[config.mk]
export PLATFORM = sky130hd
export DESIGN_NAME = isect_scheduler
export DESIGN_NICKNAME = d
export VERILOG_FILES = /design/src/rtl/isect_scheduler.sv
export SDC_FILE = /design/constraint.sdc
export NUM_CORES = 1
export LEC_CHECK = 0
export CORE_AREA = 2 2 434 436
export CTS_CLUSTER_DIAMETER = 50
export DETAILED_ROUTE_END_ITERATION = 8
export DIE_AREA = 0 0 436 438
export PLACE_DENSITY_LB_ADDON = 0.1
export SLEW_MARGIN = 20
export SYNTH_ARGS = -nofsm -noshare
export SYNTH_HDL_FRONTEND = slang
export SYNTH_SLANG_ARGS = --single-unit
[constraint.sdc]
create_clock -name i_clk -period 5.04 [get_ports i_clk]
set_clock_uncertainty 0.05 [all_clocks]
set_input_delay 0.504 -clock i_clk [delete_from_list [all_inputs] [get_ports i_clk]]
set_output_delay 0.504 -clock i_clk [all_outputs]
set_load 0.005 [all_outputs]
[src/rtl/isect_scheduler.sv]
// Ray/triangle job scheduler: streams triangles into the pipelined intersection
// unit with a bounded number in flight and reduces in-order results to the closest hit.
module isect_scheduler #(
  parameter int unsigned MAX_INFLIGHT = 16,
  parameter int unsigned CNT_W        = 32
) (
  input  logic             i_clk,
  input  logic             i_rstn,
  input  logic             i_start,
  input  logic [191:0]     i_ray,
  input  logic [CNT_W-1:0] i_tri_cnt,
  output logic             o_busy,
  input  logic             i_tri_valid,
  output logic             o_tri_ready,
  input  logic [287:0]     i_tri,
  output logic             o_isect_en,
  output logic [287:0]     o_isect_tri,
  output logic [191:0]     o_isect_ray,
  input  logic             i_isect_valid,
  input  logic             i_isect_result,
  input  logic [31:0]      i_isect_t,
  output logic             o_done,
  output logic             o_hit,
  output logic [31:0]      o_t,
  output logic [CNT_W-1:0] o_tri_index
);

  localparam logic [7:0]       MAX_IF  = 8'(MAX_INFLIGHT);
  localparam logic [CNT_W-1:0] CNT_ONE = CNT_W'(1);
  localparam logic [31:0]      T_MAX   = 32'h7FFF_FFFF;

  typedef enum logic [1:0] {
    S_IDLE,
    S_ISSUE,
    S_DRAIN,
    S_DONE
  } state_t;

  state_t state, state_nxt;

  logic [CNT_W-1:0] tri_cnt_q;
  logic [CNT_W-1:0] issue_idx;
  logic [CNT_W-1:0] ret_idx;
  logic [CNT_W-1:0] best_idx;
  logic [CNT_W-1:0] issue_idx_inc;
  logic [CNT_W-1:0] ret_idx_inc;
  logic [7:0]       inflight;
  logic [31:0]      best_t;
  logic             best_hit;

  logic start_ok;
  logic hs;
  logic ret;
  logic better;

  assign issue_idx_inc = issue_idx + CNT_ONE;
  assign ret_idx_inc   = ret_idx + CNT_ONE;

  assign start_ok = i_start && (state == S_IDLE);
  assign hs       = i_tri_valid && o_tri_ready;
  // A result with nothing outstanding is a leftover from an aborted job.
  assign ret      = i_isect_valid && (inflight != 8'd0);
  assign better   = ret && i_isect_result && ($signed(i_isect_t) < $signed(best_t));

  always_comb begin
    o_busy      = (state != S_IDLE);
    o_tri_ready = (state == S_ISSUE) && (inflight < MAX_IF);
  end

  always_ff @(posedge i_clk or negedge i_rstn) begin
    if (!i_rstn) begin
      state <= S_IDLE;
    end else begin
      state <= state_nxt;
    end
  end

  always_comb begin
    state_nxt = state;
    unique case (state)
      S_IDLE: begin
        if (i_start) begin
          state_nxt = (i_tri_cnt == '0) ? S_DONE : S_ISSUE;
        end
      end
      S_ISSUE: begin
        if (hs && (issue_idx_inc == tri_cnt_q)) begin
          state_nxt = S_DRAIN;
        end
      end
      S_DRAIN: begin
        if ((ret ? ret_idx_inc : ret_idx) == tri_cnt_q) begin
          state_nxt = S_DONE;
        end
      end
      S_DONE: begin
        state_nxt = S_IDLE;
      end
      default: begin
        state_nxt = S_IDLE;
      end
    endcase
  end

  always_ff @(posedge i_clk or negedge i_rstn) begin
    if (!i_rstn) begin
      tri_cnt_q   <= '0;
      issue_idx   <= '0;
      ret_idx     <= '0;
      best_idx    <= '0;
      inflight    <= '0;
      best_t      <= '0;
      best_hit    <= 1'b0;
      o_isect_ray <= '0;
    end else if (start_ok) begin
      tri_cnt_q   <= i_tri_cnt;
      issue_idx   <= '0;
      ret_idx     <= '0;
      best_idx    <= '0;
      inflight    <= '0;
      best_t      <= T_MAX;
      best_hit    <= 1'b0;
      o_isect_ray <= i_ray;
    end else begin
      if (hs) begin
        issue_idx <= issue_idx_inc;
      end
      if (ret) begin
        ret_idx <= ret_idx_inc;
      end
      unique case ({hs, ret})
        2'b10:   inflight <= inflight + 8'd1;
        2'b01:   inflight <= inflight - 8'd1;
        default: inflight <= inflight;
      endcase
      // Strict compare: an equal t from a later triangle keeps the lower index.
      if (better) begin
        best_t   <= i_isect_t;
        best_idx <= ret_idx;
        best_hit <= 1'b1;
      end
    end
  end

  always_ff @(posedge i_clk or negedge i_rstn) begin
    if (!i_rstn) begin
      o_isect_en  <= 1'b0;
      o_isect_tri <= '0;
    end else begin
      o_isect_en <= hs;
      if (hs) begin
        o_isect_tri <= i_tri;
      end
    end
  end

  always_ff @(posedge i_clk or negedge i_rstn) begin
    if (!i_rstn) begin
      o_done      <= 1'b0;
      o_hit       <= 1'b0;
      o_t         <= '0;
      o_tri_index <= '0;
    end else begin
      o_done <= (state == S_DONE);
      if (state == S_DONE) begin
        o_hit       <= best_hit;
        o_t         <= best_t;
        o_tri_index <= best_idx;
      end
    end
  end

endmodule
==> qor.yml, run 1 <==
synth_edf_count: 0
layout-drive-gt1-share_pct: 8.05
grt-ovfl-total: 0
fp.coreArea_mm2: 0.187
grt_max_degree: 201
path_max_fanout: 11
rrSetupSlack_ns: 1.19
grt_usage_pct: 15.4
first_pass_iters: 5
max_cap_violations: 0
end_kind: "register"
antenna_left: 0
antenna_found_initial: 33
cts_setup_buffers: 0
hold_class: "input port to register"
critical_path_class: "register to register"
cts_resized: 0
cts_hold_repair.buffers: 1
cts_tree: "built"
clk-insertion-delay-late_ns: 0.77
report.final.hold_viol_count: 0
arrival_ns: 4.43
worstMarginPinSlew_ns: 1.02
rows: 159
synth_area_per_cell_um2: 9.13
ys.flop_type: "dfrtp_1"
routed_wl_mm: 149
routed_via_density: 3.86
rsz0062_at_grt: "false"
io_buffers: 1098
fmax_mhz: 260
dieArea_mm2: 0.191
dp_hpwl_mm: 112
setup_viol: 0
fillerInstances: 20157
drt-initial-drc-count: 1333
clkSlewWorstSetupHoldPaths_ns: 0.05
status: "finished clean"
die-height_um: 438
post-route-period-util_pct: 76.3
startpoint: "ret_idx[3]"
syn_to_final_growth_pct: 59.8
start_util_pct: 16.8
die_width_um: 436
yosysWarnings: 0
cts_max_level: 4
numCtsBuffers: 136
clockBufferDepth: 3
synth-seq-area-share_pct: 57.3
worstReg2RegEnd: "state[1]"
io_pins: 1099
drc_errors: 0
grt_pass1_vias: 28719
synth_seq_cells: 718
synth_cells: 3434
finalNonFillerCells: 7140
r2r_start: "ret_idx[3]"
final_period_minus_worst_setup_slack_ns: 3.85
leakagePower_nw: 22.8
relSlewSlack_pct: 31.8
reg2regPathDepth: 9
async_reset_ff_share_pct: 100
yosysUniqueCellTypes: 72
route.vias.total: 27573
setup_tns_ns: 0
placedCellCount: 6892
ir_drop_v: 0.000236
p_per_area_mw_per_mm2: 583
slew_violations: 0
p_total_mw: 29.2
grt_pass1_wl_mm: 214
antenna_cells: 0
gp_congestion: 0.832
startpoint_type: "register"
finalNetCount: 5132
syn_nets: 4029
crit_required_ns: 5.63
crit_end: "state[1]"
cts-root-buf: "clkbuf_16"
wl_per_cell_um: 20.9
cts.sink_count: 718
syn-cell-area_mm2: 0.0313
cell usage after synthesis, drive strengths merged (4+ instances only):
cell type,count,area [um^2]
o21bai,4,30.0
and2,5,31.3
a221oi,5,43.8
inv,48,180
nor4,26,220
a21oi,38,194
o211ai,7,57.6
mux2i,76,761
nand4,45,288
dfrtp,718,18000
or3,17,106
o21ai,27,135
and3,10,62.6
nor2b,6,37.5
nand2b,4,25.0
a21o,17,128
nand2,1644,6170
nor4b,5,50.0
nor2,155,582
buf,24,114
nor3,22,110
and4,11,97.6
or4,7,52.6
a2111oi,6,52.6
ha,44,551
nand3,43,215
nor3b,5,37.5
xor2,52,455
clkbuf,163,612
xnor2,70,613
mux2,67,754
o2111ai,6,52.6
or2,6,37.5
a211oi,5,42.5
nand3b,6,45.0
a31oi,9,56.3
how the worst min path moves through the flow:
stage / start / to / slack (ns) / cells after the start
2_1_floorplan: i_rstn / best_hit / 0.16 / 0
3_3_place_gp: o_isect_tri[249] / o_isect_tri[249] / 0.41 / 2
3_5_place_dp: o_isect_tri[174] / o_isect_tri[174] / 0.41 / 2
4_1_cts: i_tri[67] / o_isect_tri[67] / 0.09 / 3
5_1_grt: i_tri[7] / o_isect_tri[7] / 0.13 / 3
6_report: i_tri[49] / o_isect_tri[49] / 0.19 / 3
placed cells by master (no fill, tap or decap), types with 14 or more instances in the layout:
master and n:
a21o_1 17, a21oi_1 37, buf_12 15, buf_4 37, bufinv_16 15, clkbuf_1 14
clkbuf_16 136, clkbuf_8 22, clkdlybuf4s50_1 1097, clkinv_2 31, dfrtp_1 718, ha_1 43
inv_1 47, mux2_2 66, mux2i_1 75, nand2_1 1642, nand3_1 43, nand4_1 44
nor2_1 154, nor3_1 22, nor4_1 21, o21ai_0 25, or3_1 17, xnor2_1 70
xor2_1 52
registers in the layout (all words and copies together), names as in the netlist:
signal       flops
best_hit         1
best_idx        32
best_t          32
inflight         8
issue_idx       32
o_done           1
o_hit            1
o_isect_en       1
o_isect_ray    192
o_isect_tri    288
o_t             32
o_tri_index     32
ret_idx         32
state            2
tri_cnt_q       32
per-layer routing:
metal	share of wire, %	GRT usage [%]	vias up
met2	53	28.1	694
met5	0.041	0	-
li1	-	-	13233
met4	2.1	3.98	10
met3	5.3	4.03	224
met1	40	17.6	13412
report_power, final:
group / internal [mW] / switching, mW / leakage [nW] / total [mW]
Combinational: 5.33 / 4.89 / 11.5 / 10.2
Clock: 6.07 / 3.39 / 2.31 / 9.46
Sequential: 7.95 / 1.56 / 8.99 / 9.51
area by class of cell:
class / count / area [um^2] / area share (%)
clock buffer: 172 / 3760 / 7.51
clock inverter: 74 / 910 / 1.82
inverter: 48 / 188 / 0.375
multi-input combinational: 2481 / 12500 / 25.0
sequential: 718 / 18000 / 35.9
tap: 2495 / 3120 / 6.24
timing repair buffer: 1152 / 11600 / 23.2
through the flow:
stage                     util [%]  hold WS (ns)  area [um^2]  setup slack, ns
after global placement        24.3         0.407        45300            0.807
after CTS                     26.8        0.0900        50000             1.25
after detailed placement      24.3         0.411        45400            0.806
final                         26.8         0.194        50100             1.19
after floorplan                  -         0.158        31300             1.81
after global routing          26.8         0.131        50100             1.02
cells by family after synthesis:
logic type / Yosys count / synth area share, %
adder cells (fa/ha/maj): 45 / 1.82
XOR/XNOR: 127 / 3.78
multiplexers: 143 / 4.84
buffers and inverters: 235 / 2.89
AND/OR/NAND/NOR: 2026 / 26.4
flip-flops: 718 / 57.3
AO/OA/AOI/OAI: 140 / 2.96
critical path: stages, from the launching register on:
cell	delay, ns
dfrtp_1	0.55
nand4_2	0.37
or3_1	0.66
nor2_1	0.40
nand3_1	0.18
xnor3_1	0.23
nor4_1	0.47
a31oi_1	0.19
a211oi_2	0.27
mux2_1	0.34
No activity file was read; power rests on OpenSTA's default activity.
==> inputs of run 2 (changes only) <==
Settings changed: CORE_AREA 2 2 434 436 to 2 2 422 424, DIE_AREA 0 0 436 438 to 0 0 424 426.
Clock period 5.04 ns to 3.8 ns, I/O delays scaled along.
==> run 2 against run 1 <==
Against the previous run:
- count of clock-buffer cells in the layout grew 2
- hold slack lost 0.099 ns
- wire length shrank 0.43%
- core utilization grew 2.0 points
- register-to-register slack lost 0.89 ns
- sequential share of layout area shrank 0.44 points
- cell area grew 1.2%
- critical endpoint unchanged
==> qor.yml, run 2 (synthesized netlist as in run 1, its figures left out) <==
rsz0062_at_grt: "false"
ir_drop_v: 0.000434  # +84%
die_width_um: 424  # -2.8%
utilization_pct: 28.8  # +2.0 points
arrival_ns: 4.08  # -0.35 ns
layout_common_cells: "1642 x nand2_1, 1097 x clkdlybuf4s50_1, 718 x dfrtp_1"
cts-root-buf: "clkbuf_16"
finalNetCount: 5209  # +1.5%
fmax_mhz: 286  # +10%
relSlewSlack_pct: 15.3  # -16 points
critical_path_class: "register to register"
top_regs: "o_isect_tri (288), o_isect_ray (192)"
startpoint_type: "register"
final_common_cell: "nand2_1"
cts_tree: "built"
drt-initial-drc-count: 1413  # +6.0%
dp_slack_ns: -0.0411  # -0.847 ns
first_pass_iters: 5  # unchanged
reg2regPathDepth: 9  # unchanged
status: "finished clean"
p_per_area_mw_per_mm2: 768  # +32%
slew_violations: 0  # unchanged
syn_to_final_growth_pct: 61.8
clk-insertion-delay-late_ns: 0.76  # about the same
grt_pass1_wl_mm: 212  # -1.3%
max_cap_violations: 0  # unchanged
layout-drive-gt1-share_pct: 8.66  # +0.61 points
fp.coreArea_mm2: 0.176  # -5.8%
gp_congestion: 0.824  # -1.1%
io_buffers: 1098  # unchanged
grt_max_degree: 201  # unchanged
setup_viol: 0  # unchanged
clockBufferDepth: 3  # unchanged
grt-ovfl-total: 0  # unchanged
post-route-period-util_pct: 92.0  # +16 points
antenna_found_initial: 49  # +48%
largest_register_ffs: 288  # unchanged
start_util_pct: 17.8  # +1.0 points
routed_wl_mm: 149  # -0.43%
end_kind: "register"
grt_usage_pct: 16.0  # +0.68 points
hold_depth: 3  # unchanged
numCtsBuffers: 136  # unchanged
final_period_minus_worst_setup_slack_ns: 3.50  # -0.348 ns
leakagePower_nw: 23.2  # +1.6%
dieArea_mm2: 0.181  # -5.4%
fillerInstances: 18709  # -7.2%
path_max_fanout: 5  # -6
clkSlewWorstSetupHoldPaths_ns: 0.06  # about the same
setup_tns_ns: 0  # unchanged
drc_errors: 0  # unchanged
grt_pass1_vias: 28833  # +0.40%
antenna_left: 0  # unchanged
cts_resized: 0  # unchanged
report.final.hold_viol_count: 0  # unchanged
worst_slack_ns: 0.303  # -0.892 ns
io_pins: 1099  # unchanged
worstMarginPinSlew_ns: 1.27  # +0.246 ns
place_area_mm2: 0.0455  # +0.29%
dp_hpwl_mm: 111  # -0.37%
die-height_um: 426  # -2.7%
p_total_mw: 38.9  # +33%
fin_area_mm2: 0.0507  # +1.2%
cts.sink_count: 718  # unchanged
rows: 154  # -3.1%
hold_class: "input port to register"
top_register: "o_isect_tri"
routed_via_density: 3.94  # +2.0%
wl_per_cell_um: 21.0  # +0.52%
cts_max_level: 4  # unchanged
route.vias.total: 27857  # +1.0%
crit_required_ns: 4.38  # -1.25 ns
-- run 2: cell count changes in the layout (fill, tap and decap cells not counted), sizes merged --
cell / previous run / this run
inv: 61 / 57
clkbuf: 172 / 174
bufinv: 15 / 19
buf: 54 / 97
clkinv: 39 / 33
diode: 0 / 11
dlygate4sd3: 1 / 35
clkinvlp: 7 / 10
-- run 2: report_power, final --
part	switching (mW)	total, mW	internal [mW]
Combinational	6.42	13.5	7.13
Clock	4.49	12.8	8.31
Sequential	2.03	12.6	10.5
Total	12.9	38.9	26.0
-- run 2: metal layers --
metal  vias up  routed length [um]  track usage, %
li1      13397                   -               -
met1     13425               59000            18.5
met2       761               76500            28.3
met3       262                9270            4.87
met4        12                4000            5.04
met5         -                  75               0
-- run 2: path summary, 6_finish.rpt --
| check | start | slack, ns | end |
|---|---|---|---|
| max in group asynchronous | i_rstn | 2.32 | best_t[18] |
| min in group asynchronous | i_rstn | 0.15 | o_isect_tri[156] |
| hold / removal | i_tri[190] | 0.09 | o_isect_tri[190] |
| hold reg to reg | o_isect_tri[103] | 0.42 | o_isect_tri[103] |
| setup / recovery | inflight[0] | 0.30 | state[1] |
| setup reg to reg | inflight[0] | 0.30 | state[1] |
-- run 2: area by class of cell --
class                   instances  area [um^2]  area share, %
clock buffers                 174         3750           7.40
clock inverters                71         1040           2.05
diodes                         11         27.5         0.0543
repair buffers               1229        12300           24.2
flip-flops and latches        718        18000           35.4
inverters                      48          188          0.370
well taps                    2340         2930           5.78
multi-input cells            2481        12500           24.7
-- run 2: what timing repair did --
action                                  CTS  global route
hold buffers                             35             0
setup buffers                             0             4
endpoints found under the setup margin    0             1
hold endpoints to repair                 88             0
-- run 2: worst max-delay path: stages, from the launching register on --
cell	delay, ns
dfrtp_1	0.46
or4_1	0.63
o211ai_2	0.34
nor2_1	0.11
a21boi_0	0.17
or4b_1	0.49
nor4b_2	0.32
a31oi_1	0.17
a211oi_2	0.28
mux2_1	0.34
-- run 2: metrics by stage --
| stage | cells | hold WS [ns] |
|---|---|---|
| after CTS | 7057 | 0.0000782 |
| after global routing | 7069 | 0.0319 |
| after global placement | 6777 | 0.406 |
| after floorplan | 3434 | 0.0344 |
| final | 7072 | 0.0949 |
| after detailed placement | 6777 | 0.411 |
==> inputs of run 3 (changes only) <==
Settings changed: CORE_AREA 2 2 422 424 to 2 2 434 436, DIE_AREA 0 0 424 426 to 0 0 436 438.
Clock period 3.8 ns to 4.2 ns, I/O delays scaled along.
==> run 3 against run 2 <==
Against the previous run:
- sequential cell count unchanged
- hold slack better by 0.034 ns
- combinational power down 9%
- register-to-register slack better by 0.14 ns
- global-route usage down 0.71 points
- sequential power down 9.5%
- non-clock buffer count down 57
- largest power group unchanged
- power down 9.6%
- cell count up 1.3%
==> qor.yml, run 3 (synthesized netlist as in run 1, its figures left out) <==
layout-drive-gt1-share_pct: 8.45  # -0.22 points
fillerInstances: 20119  # +7.5%
top_register: "o_isect_tri"
p_switching_mw: 11.9  # -8.0%
clkSlewWorstSetupHoldPaths_ns: 0.05  # about the same
top_regs: "o_isect_tri (288), o_isect_ray (192)"
dieArea_mm2: 0.191  # +5.7%
grt_pass1_wl_mm: 214  # +1.1%
largest_register_ffs: 288  # unchanged
worstMarginPinSlew_ns: 0.991  # -0.279 ns
max_cap_violations: 0  # unchanged
leakagePower_nw: 22.9  # -1.2%
die_width_um: 436  # +2.8%
report.final.hold_viol_count: 0  # unchanged
relSlewSlack_pct: 33.9  # +19 points
first_pass_iters: 5  # unchanged
ir_drop_v: 0.000351  # -19%
clockBufferDepth: 3  # unchanged
wl_per_cell_um: 20.9  # -0.58%
combPwrFrac_pct: 34.9  # about the same
syn_to_final_growth_pct: 60.7
grt-ovfl-total: 0  # unchanged
clockPowerShare_pct: 32.8  # about the same
routed_via_density: 3.85  # -2.2%
setup_viol: 0  # unchanged
numCtsBuffers: 136  # unchanged
die-height_um: 438  # +2.8%
startpoint_type: "register"
clk-insertion-delay-late_ns: 0.76  # about the same
cts-root-buf: "clkbuf_16"
final_common_cell: "nand2_1"
io_pins: 1099  # unchanged
p_seq_share_pct: 32.3  # about the same
finalNetCount: 5152  # -1.1%
grt_pass1_vias: 28747  # -0.30%
p_total_mw: 35.2  # -9.6%
cts_setup_buffers: 0  # unchanged
slowest_delay_ns: 0.61  # -0.02 ns
cp_slowest_cell: "nor4_4"
gp_congestion: 0.837  # +1.6%
cts_resized: 0  # unchanged
crit_required_ns: 4.79  # +0.41 ns
dp_hpwl_mm: 113  # +1.6%
fmax_mhz: 266  # -7.0%
post-route-period-util_pct: 89.6  # -2.5 points
p_int_mw: 23.3  # -10%
rsz0062_at_grt: "false"
crit_chain: "nor4_4 -> and2_1 -> nand2_4 -> inv_8 -> buf_12 -> o2111ai_1 -> a221oi_1 -> nand4_1 -> nor4_1 -> a31oi_1 -> a211oi_2 -> mux2_1"
layout_common_cells: "1642 x nand2_1, 1097 x clkdlybuf4s50_1, 718 x dfrtp_1"
rows: 159  # +3.2%
fp.coreArea_mm2: 0.187  # +6.2%
slew_violations: 0  # unchanged
arrival_ns: 4.35  # +0.27 ns
status: "finished clean"
drt-initial-drc-count: 1240  # -12%
routed_wl_mm: 150  # +0.74%
drc_errors: 0  # unchanged
io_buffers: 1098  # unchanged
final_period_minus_worst_setup_slack_ns: 3.76  # +0.264 ns
route.vias.total: 27607  # -0.90%
antenna_left: 0  # unchanged
end_kind: "register"
p_per_area_mw_per_mm2: 699  # -9.0%
cts.sink_count: 718  # unchanged
cts_tree: "built"
cts_max_level: 4  # unchanged
grt_max_degree: 104  # -48%
grt_usage_pct: 15.3  # -0.71 points
critical_path_class: "register to register"
switching_share_pct: 33.8  # +0.57 points
cpLargestDelayFamily: "simple AND/OR/NAND/NOR gates"
setup_tns_ns: 0  # unchanged
start_util_pct: 16.8  # -1.0 points
path_max_fanout: 90  # +85
antenna_found_initial: 36  # -27%
critPathBufInv: 2  # +2
hold_class: "input port to register"
-- run 3: final cells by class --
class / instances / area, um^2 / share of cell area, %
Antenna cell: 7 / 17.5 / 0.0348
Sequential cell: 718 / 18000 / 35.7
Timing Repair Buffer: 1172 / 11800 / 23.4
Multi-Input combinational cell: 2481 / 12500 / 24.8
Clock inverter: 83 / 1160 / 2.31
Tap cell: 2495 / 3120 / 6.20
Clock buffer: 162 / 3630 / 7.21
Inverter: 48 / 188 / 0.373
-- run 3: power groups by stage --
stage / logic (mW) / clock network, mW / registers (mW)
after floorplan: 4.48 / 0 / 11.2
after global routing: 13.5 / 12.3 / 11.7
after CTS: 12.7 / 12.0 / 11.4
after detailed placement: 12.6 / 0 / 11.4
final: 12.3 / 11.5 / 11.4
after global placement: 12.7 / 0 / 11.4
-- run 3: per-layer routing --
metal  share of wire [%]  global-route usage, %
met3                 5.5                   4.16
met5               0.073                      0
met1                  40                   17.6
met2                  53                   27.8
met4                 2.2                   4.08
-- run 3: final timing paths --
check / cells past startpoint / from / slack [ns] / endpoint
setup / recovery: 12 / inflight[4] / 0.44 / state[1]
hold / removal: 3 / i_tri[134] / 0.13 / o_isect_tri[134]
setup reg to reg: 12 / inflight[4] / 0.44 / state[1]
hold reg to reg: 2 / o_isect_ray[48] / 0.42 / o_isect_ray[48]
max in group asynchronous: 3 / i_rstn / 2.75 / issue_idx[0]
min in group asynchronous: 2 / i_rstn / 0.15 / o_isect_tri[152]
-- run 3: per-stage QoR --
stage	instance area, um^2	std cells	setup WS, ns	hold WS, ns	utilization (%)
floorplan	31300	3434	0.968	0.0744	-
global placement	45500	6911	0.243	0.406	24.4
detailed placement	45500	6912	0.225	0.411	24.4
CTS	50300	7158	0.328	0.0267	27.0
global route	50400	7163	0.114	0.0563	27.0
finish	50400	7166	0.439	0.129	27.0
-- run 3: worst min-delay path, stage by stage --
cell             delay (ns)
clkdlybuf4s50_1        0.39
nand2_1                0.05
nand2_1                0.04
-- run 3: repair_timing --
action,in CTS,in global routing
endpoints found under the hold margin,56,0
endpoints found under the setup margin,0,0
hold buffers,1,0
